<file path="config.mk">
export PLATFORM = sky130hd
export DESIGN_NAME = z_staging_queue
export DESIGN_NICKNAME = d
export VERILOG_FILES = /design/src/rtl/z_staging_queue.sv
export SDC_FILE = /design/constraint.sdc
export NUM_CORES = 1
export LEC_CHECK = 0
export ABC_AREA = 0
export CORE_MARGIN = 10
export CORE_UTILIZATION = 50
export DETAILED_ROUTE_END_ITERATION = 8
export HOLD_SLACK_MARGIN = 0.15
export PLACE_DENSITY = 0.72
export SYNTH_ARGS = -nofsm -noshare
export SYNTH_HDL_FRONTEND = slang
export SYNTH_SLANG_ARGS = --single-unit
</file>
<file path="constraint.sdc">
create_clock -name clk -period 4.6 [get_ports clk]
set_input_delay 0.69 -clock clk [delete_from_list [all_inputs] [get_ports clk]]
set_output_delay 0.69 -clock clk [all_outputs]
set_load 0.02 [all_outputs]
</file>
<file path="src/rtl/z_staging_queue.sv">
// FIFO staging queue for Z results: buffers up to DEPTH captured values and
// publishes them one at a time to a registered output, with bypass, flush and sticky error flags.
module z_staging_queue #(
  parameter int WIDTH = 32,
  parameter int DEPTH = 4,
  parameter int CW    = $clog2(DEPTH + 1)
) (
  input  logic             clk,
  input  logic             rst,
  input  logic [1:0]       z_ctrl,
  input  logic [WIDTH-1:0] z_in,
  input  logic             flush,
  output logic [WIDTH-1:0] z_out,
  output logic [CW-1:0]    count,
  output logic             full,
  output logic             empty,
  output logic             overflow,
  output logic             underflow
);

  localparam int PW = (DEPTH > 1) ? $clog2(DEPTH) : 1;
  // A single-entry build still needs a 1-bit pointer, so give it a storage index range that matches.
  localparam int MEM_N = (DEPTH > 1) ? DEPTH : 2;
  localparam logic [PW-1:0] LAST_PTR = PW'(DEPTH - 1);
  localparam logic [CW-1:0] FULL_CNT = CW'(DEPTH);

  logic [WIDTH-1:0] mem_q [MEM_N];
  logic [PW-1:0]    head_q, head_d, tail_q, tail_d;
  logic [CW-1:0]    count_q, count_d;
  logic [WIDTH-1:0] z_out_q, z_out_d;
  logic             overflow_q, overflow_d;
  logic             underflow_q, underflow_d;
  logic             wr_en;

  // Explicit wrap so non-power-of-two depths work.
  function automatic logic [PW-1:0] next_ptr(input logic [PW-1:0] p);
    return (p == LAST_PTR) ? '0 : p + PW'(1);
  endfunction

  assign full      = (count_q == FULL_CNT);
  assign empty     = (count_q == '0);
  assign count     = count_q;
  assign z_out     = z_out_q;
  assign overflow  = overflow_q;
  assign underflow = underflow_q;

  always_comb begin
    head_d      = head_q;
    tail_d      = tail_q;
    count_d     = count_q;
    z_out_d     = z_out_q;
    overflow_d  = overflow_q;
    underflow_d = underflow_q;
    wr_en       = 1'b0;
    if (flush) begin
      head_d      = '0;
      tail_d      = '0;
      count_d     = '0;
      overflow_d  = 1'b0;
      underflow_d = 1'b0;
    end else begin
      unique case (z_ctrl)
        2'b10: begin
          if (full) begin
            overflow_d = 1'b1;
          end else begin
            wr_en   = 1'b1;
            tail_d  = next_ptr(tail_q);
            count_d = count_q + CW'(1);
          end
        end
        2'b01: begin
          if (empty) begin
            underflow_d = 1'b1;
          end else begin
            z_out_d = mem_q[head_q];
            head_d  = next_ptr(head_q);
            count_d = count_q - CW'(1);
          end
        end
        2'b11: begin
          // The read frees a slot this cycle, so a full queue can still accept the write.
          if (empty) begin
            z_out_d = z_in;
          end else begin
            z_out_d = mem_q[head_q];
            wr_en   = 1'b1;
            head_d  = next_ptr(head_q);
            tail_d  = next_ptr(tail_q);
          end
        end
        default: ;
      endcase
    end
  end

  always_ff @(posedge clk) begin
    if (rst) begin
      head_q      <= '0;
      tail_q      <= '0;
      count_q     <= '0;
      z_out_q     <= '0;
      overflow_q  <= 1'b0;
      underflow_q <= 1'b0;
    end else begin
      head_q      <= head_d;
      tail_q      <= tail_d;
      count_q     <= count_d;
      z_out_q     <= z_out_d;
      overflow_q  <= overflow_d;
      underflow_q <= underflow_d;
    end
  end

  always_ff @(posedge clk) begin
    if (wr_en && !rst) begin
      mem_q[tail_q] <= z_in;
    end
  end

endmodule

</file>
==> run_results.csv, run 1 <==
group,metric,value,unit
status,status,"completed",
detailed_routing,drc_errors,0,
timing,hold_violations,0,
power_and_ir_drop,power_leakage,2.61,nW
hold_path,min_path_type,"reg -> reg",
timing,rsz0062_at_grt,"false",
layout,diodes,0,
synth,synth_compound_area_share,8.20,%
synth,ys_types,38,
layout,synthToLayoutAreaGrowth,21.6,%
power_and_ir_drop,powerDensity,409,nW/um2
synth,seq_area_frac_synth,69.5,%
place,gp_congestion,0.803,
layout,fin_util,62.2,%
layout,drive_gt1_share,20.3,%
grt,grt_use_total,14.9,%
synth,ys_warn_count,0,
detailed_routing,vias,3727,
grt,overflow,0,
detailed_routing,routed.top_layer,"met4",
cts,cts.htree.levels,4,
synth,avgSynthCellArea,16.4,um2
grt,antenna_found_initial,0,
critical_path,critPathCaptureType,"flip-flop",
floorplan,io_pins,76,
grt,grt_max_degree,35,
job,maxCapViolations,0,
layout,nFillCells,999,
detailed_routing,firstDrtPassIters,5,
layout,final_common_cell,"edfxtp_1",
place,io_buffers,75,
cts,clock_latency,420,ps
detailed_routing,vias_per_cell,5.53,
critical_path,worstPathArrival,3020,ps
synth,synthFlopType,"edfxtp_1",
cts,ctsLongestPathBuffers,2,
detailed_routing,drt-met1-wl,5650,um
place,pre_cts_ws,1200,ps
power_and_ir_drop,power.total,3.37,mW
timing,layout_setup_ws,1620,ps
synth,synth_edf_count,128,
cts,post_cts_buffers,0,
cts,ctsResizeCount,0,
cts,cts_tree,"yes",
timing,tns,0,ps
critical_path,cp.required,4640,ps
synth,ys_ff_latch,171,
synth,synth-simple-area-share,7.54,%
timing,slew-limit-headroom,29.2,%
floorplan,start_util,51.1,%
synth,syn_inst,412,
critical_path,startpoint_type,"primary input",
timing,setup_violations,0,
cts,clock-root-buffer,"clkbuf_16",
detailed_routing,ant_nets,0,
timing,worst_slew_pin_slew,1060,ps
detailed_routing,routedWlPerCell,19.7,um
detailed_routing,drt-initial-drc-count,279,
layout,final_cell_mix,"128 x edfxtp_1, 74 x clkdlybuf4s50_1, 68 x nand2_1",
power_and_ir_drop,ir_worst_vdd,0.000229,V
detailed_routing,met3_length,848,um
floorplan,die-width,136,um
place,dp_hpwl,8290,um
synth,synth_nets,455,
synth,synth_top_family_by_area,"multiplexers",
cts,clkTransAtPathRegs,60,ps
synth,synth_xor_xnor_area_share,0.259,%
floorplan,rows,42,
floorplan,die_h,136,um
timing,skew,5.88,ps
critical_path,crit_fanout,32,
critical_path,worstSetupPathType,"in -> reg",
layout,final_nets,528,
detailed_routing,routed_wl,13300,um
grt,grt_pass1_wl,21000,um
synth,yosys.area_share.adder,1.22,%
grt,grt_pass1_vias,3949,
synth,async_flop_share,0,%
synth,synth_area,6770,um2
cts,cts.sinks,171,
floorplan,core,13200,um2
timing,post-route-period-util,64.8,%
timing,min_period,2980,ps
timing,maxSlewViolCount,0,
timing,max_freq,336,MHz
cts,cts_buffers,17,
detailed_routing,wl_met2,6630,um
synth,synth.mux.area_fraction,10.9,%
floorplan,fp.dieArea,18600,um2
cts,postCtsHoldBufs,0,
## per-layer routing
metal,global-route usage [%],vias up
met1,18.3,1870
met4,5.33,0
met2,24.1,114
met5,0,-
met3,5.09,13
li1,-,1730
## worst max-delay path, stage by stage
cell and delay [ps]:
clkdlybuf4s50_1 600, xnor2_1 310, o31a_1 230, nor3b_1 360, and2_2 810
## stage by stage
stage | hold slack (ps) | cells | area (um2)
detailed placement | 467 | 642 | 7650
global route | 533 | 674 | 8230
floorplan | 454 | 412 | 6770
global placement | 458 | 642 | 7650
CTS | 488 | 674 | 8230
finish | 483 | 674 | 8230
## where the power goes
| group | switching (mW) | internal (mW) |
|---|---|---|
| registers | 0.0138 | 1.69 |
| clock network | 0.542 | 0.875 |
| logic | 0.141 | 0.111 |
## logic make-up after synthesis
group | after synthesis
flops | 171
mux | 34
xor+xnor | 2
simple gates | 122
compound gates | 45
buf+inv | 32
fa+ha+maj | 6
## registers in the layout (all words and copies together) (netlist names), named ones only
register	count
mem_q	128
underflow	1
tail_q	2
z_out	32
overflow	1
count	3
head_q	2
## worst paths after layout
path,start,to,slack [ps],cells after the start
worst max register to register,count[2],mem_q[1][6],2200,4
worst max-delay path,z_ctrl[0],mem_q[1][6],1620,5
worst min register to register,underflow,underflow,480,2
worst min-delay path,underflow,underflow,480,2
## synthesized netlist by cell type, types with 2 or more instances
| library cell | number | area, um2 |
|---|---|---|
| and2_1 | 5 | 31.3 |
| nor2_1 | 39 | 146 |
| buf_6 | 3 | 33.8 |
| a311oi_2 | 28 | 420 |
| nand2b_1 | 2 | 12.5 |
| buf_2 | 9 | 45.0 |
| clkbuf_1 | 10 | 37.5 |
| nand3_1 | 2 | 10.0 |
| ha_1 | 5 | 62.6 |
| mux2i_1 | 2 | 20.0 |
| dfxtp_1 | 43 | 861 |
| a311oi_1 | 4 | 35.0 |
| a31oi_1 | 2 | 12.5 |
| inv_1 | 6 | 22.5 |
| edfxtp_1 | 128 | 3840 |
| a21oi_1 | 3 | 15.0 |
| mux4_2 | 32 | 721 |
| buf_4 | 2 | 15.0 |
| nand2_1 | 68 | 255 |
## final cells by class
type	count	area, um2	area share (%)
clock inverter	9	119	1.44
tap	176	220	2.67
multi-input combinational	209	1920	23.3
inverter	7	26.3	0.319
timing repair buffer	79	776	9.42
sequential	171	4710	57.2
clock buffer	23	468	5.68
No activity file was read; power rests on OpenSTA's default activity.
==> inputs of run 2 (changes only) <==
PLACE_DENSITY = 0.75   (was 0.72)
clock period = 2.41 ns   (was 4.6 ns; I/O delays follow)
==> run 2 against run 1 <==
Clock skew grew 2.3 ps. Power grew 96%. Worst hold slack gained 6.2 ps.
==> run_results.csv, run 2 (same netlist as run 1, synthesis figures left out) <==
group,metric,value,unit
cts,postCtsHoldBufs,0,
critical_path,cp_top_family,"buffers and inverters",
place,pre_cts_ws,15.7,ps
power_and_ir_drop,power.total,6.62,mW
status,status,"completed",
layout,final_nets,545,
critical_path,worstSetupPathType,"reg -> out",
timing,setup_violations,0,
floorplan,fp.dieArea,18600,um2
critical_path,crit_path_start,"count[0]",
critical_path,cpPeakStageDelay,610,ps
critical_path,crit_fanout,6,
critical_path,rr_worst_depth,5,
cts,cts.sinks,171,
floorplan,core,13200,um2
layout,nFillCells,950,
critical_path,path_depth,3,
critical_path,path_cells,"nor2_1 -> and2_1 -> clkdlybuf4s50_1",
cts,ctsLongestPathBuffers,2,
power_and_ir_drop,ir_worst_vdd,0.000603,V
critical_path,cp.required,2050,ps
detailed_routing,routed_wl,14400,um
timing,tns,0,ps
critical_path,startpoint_type,"flip-flop",
timing,hold_violations,0,
grt,grt_pass1_vias,4182,
layout,top_register,"mem_q",
detailed_routing,routedWlPerCell,20.8,um
detailed_routing,drt-initial-drc-count,248,
hold_path,hold_depth,2,
timing,post-route-period-util,88.0,%
critical_path,critPathCaptureType,"primary output",
job,maxCapViolations,0,
place,io_buffers,75,
cts,clkTransAtPathRegs,60,ps
floorplan,io_pins,76,
grt,grt_use_total,16.3,%
layout,largest_reg_flops,128,
grt,antenna_found_initial,0,
detailed_routing,drc_errors,0,
detailed_routing,ant_nets,0,
layout,layout.cells.non_filler,691,
floorplan,start_util,51.1,%
critical_path,worstPathArrival,1760,ps
cts,clock-root-buffer,"clkbuf_16",
layout,synthToLayoutAreaGrowth,25.5,%
timing,slew-limit-headroom,59.6,%
timing,rsz0062_at_grt,"false",
cts,cts_buffers,17,
timing,worst_slew_pin_slew,606,ps
timing,fin_hold_ws,489,ps
critical_path,cp_slowest_cell,"clkdlybuf4s50_1",
layout,final_cell_mix,"128 x edfxtp_1, 73 x clkdlybuf4s50_1, 68 x nand2_1",
power_and_ir_drop,power_leakage,2.74,nW
power_and_ir_drop,powerDensity,778,nW/um2
layout,diodes,0,
layout,multi_input_area,1920,um2
floorplan,die-width,136,um
timing,skew,8.19,ps
timing,layout_setup_ws,288,ps
layout,final_common_cell,"edfxtp_1",
grt,grt_max_degree,37,
grt,grt_pass1_wl,22700,um
cts,clock_latency,420,ps
place,gp_congestion,0.768,
cts,cts.htree.levels,4,
critical_path,reg2reg_to,"mem_q[0][31]",
detailed_routing,vias,3930,
place,dp.cells,659,
floorplan,rows,42,
floorplan,die_h,136,um
place,dp_hpwl,9060,um
grt,overflow,0,
layout,drive_gt1_share,24.3,%
layout,register_area,4710,um2
critical_path,crit_path_end,"full",
detailed_routing,vias_per_cell,5.69,
detailed_routing,firstDrtPassIters,5,
critical_path,rrSetupSlack,420,ps
critical_path,r2r_start,"count[2]",
hold_path,min_path_type,"reg -> reg",
timing,min_period,2120,ps
critical_path,crit_buf_inv,1,
cts,cts_tree,"yes",
timing,max_freq,471,MHz
timing,maxSlewViolCount,0,
## run 2: worst min-delay path: cells and delay by family (launching register included)
family,cells,cell delay (ps)
and+or+nand+nor,1,70
AOI/OAI and AO/OA,1,50
DFF,1,340
## run 2: metal layers
metal  routed length [um]  part of all wire (%)  track usage [%]
met3                 1050                   7.3             5.28
met5                    0                     0                0
met1                 5570                    39             18.4
met2                 7650                    53             28.5
met4                  131                  0.91             5.44
## run 2: what timing repair did
action,4_1_cts,5_1_grt
resized for setup,0,1
buffers inserted,0,0
setup endpoints to repair,0,1
## run 2: power breakdown
group	switching, mW	internal (mW)
clock	1.12	1.74
sequential	0.0267	3.22
combinational	0.281	0.230
total	1.43	5.18
## run 2: metrics by stage
stage	util (%)	cell area, um2
2_1_floorplan	-	6780
3_3_place_gp	59.5	7870
3_5_place_dp	59.5	7870
4_1_cts	64.2	8500
5_1_grt	64.2	8500
6_report	64.2	8500
## run 2: cell type report
cell class	instances	share of cell area (%)
Clock buffer	18	5.05
Clock inverter	14	2.27
Inverter	7	0.309
Multi-Input combinational cell	209	22.6
Sequential cell	171	55.4
Tap cell	176	2.59
Timing Repair Buffer	96	11.8
## run 2: worst min-delay path by stage
stage,start,end
final,underflow,underflow
after global routing,head_q[1],flip-flop
after CTS,head_q[1],flip-flop
after detailed placement,head_q[1],flip-flop
after global placement,underflow,underflow
after floorplan,head_q[1],flip-flop
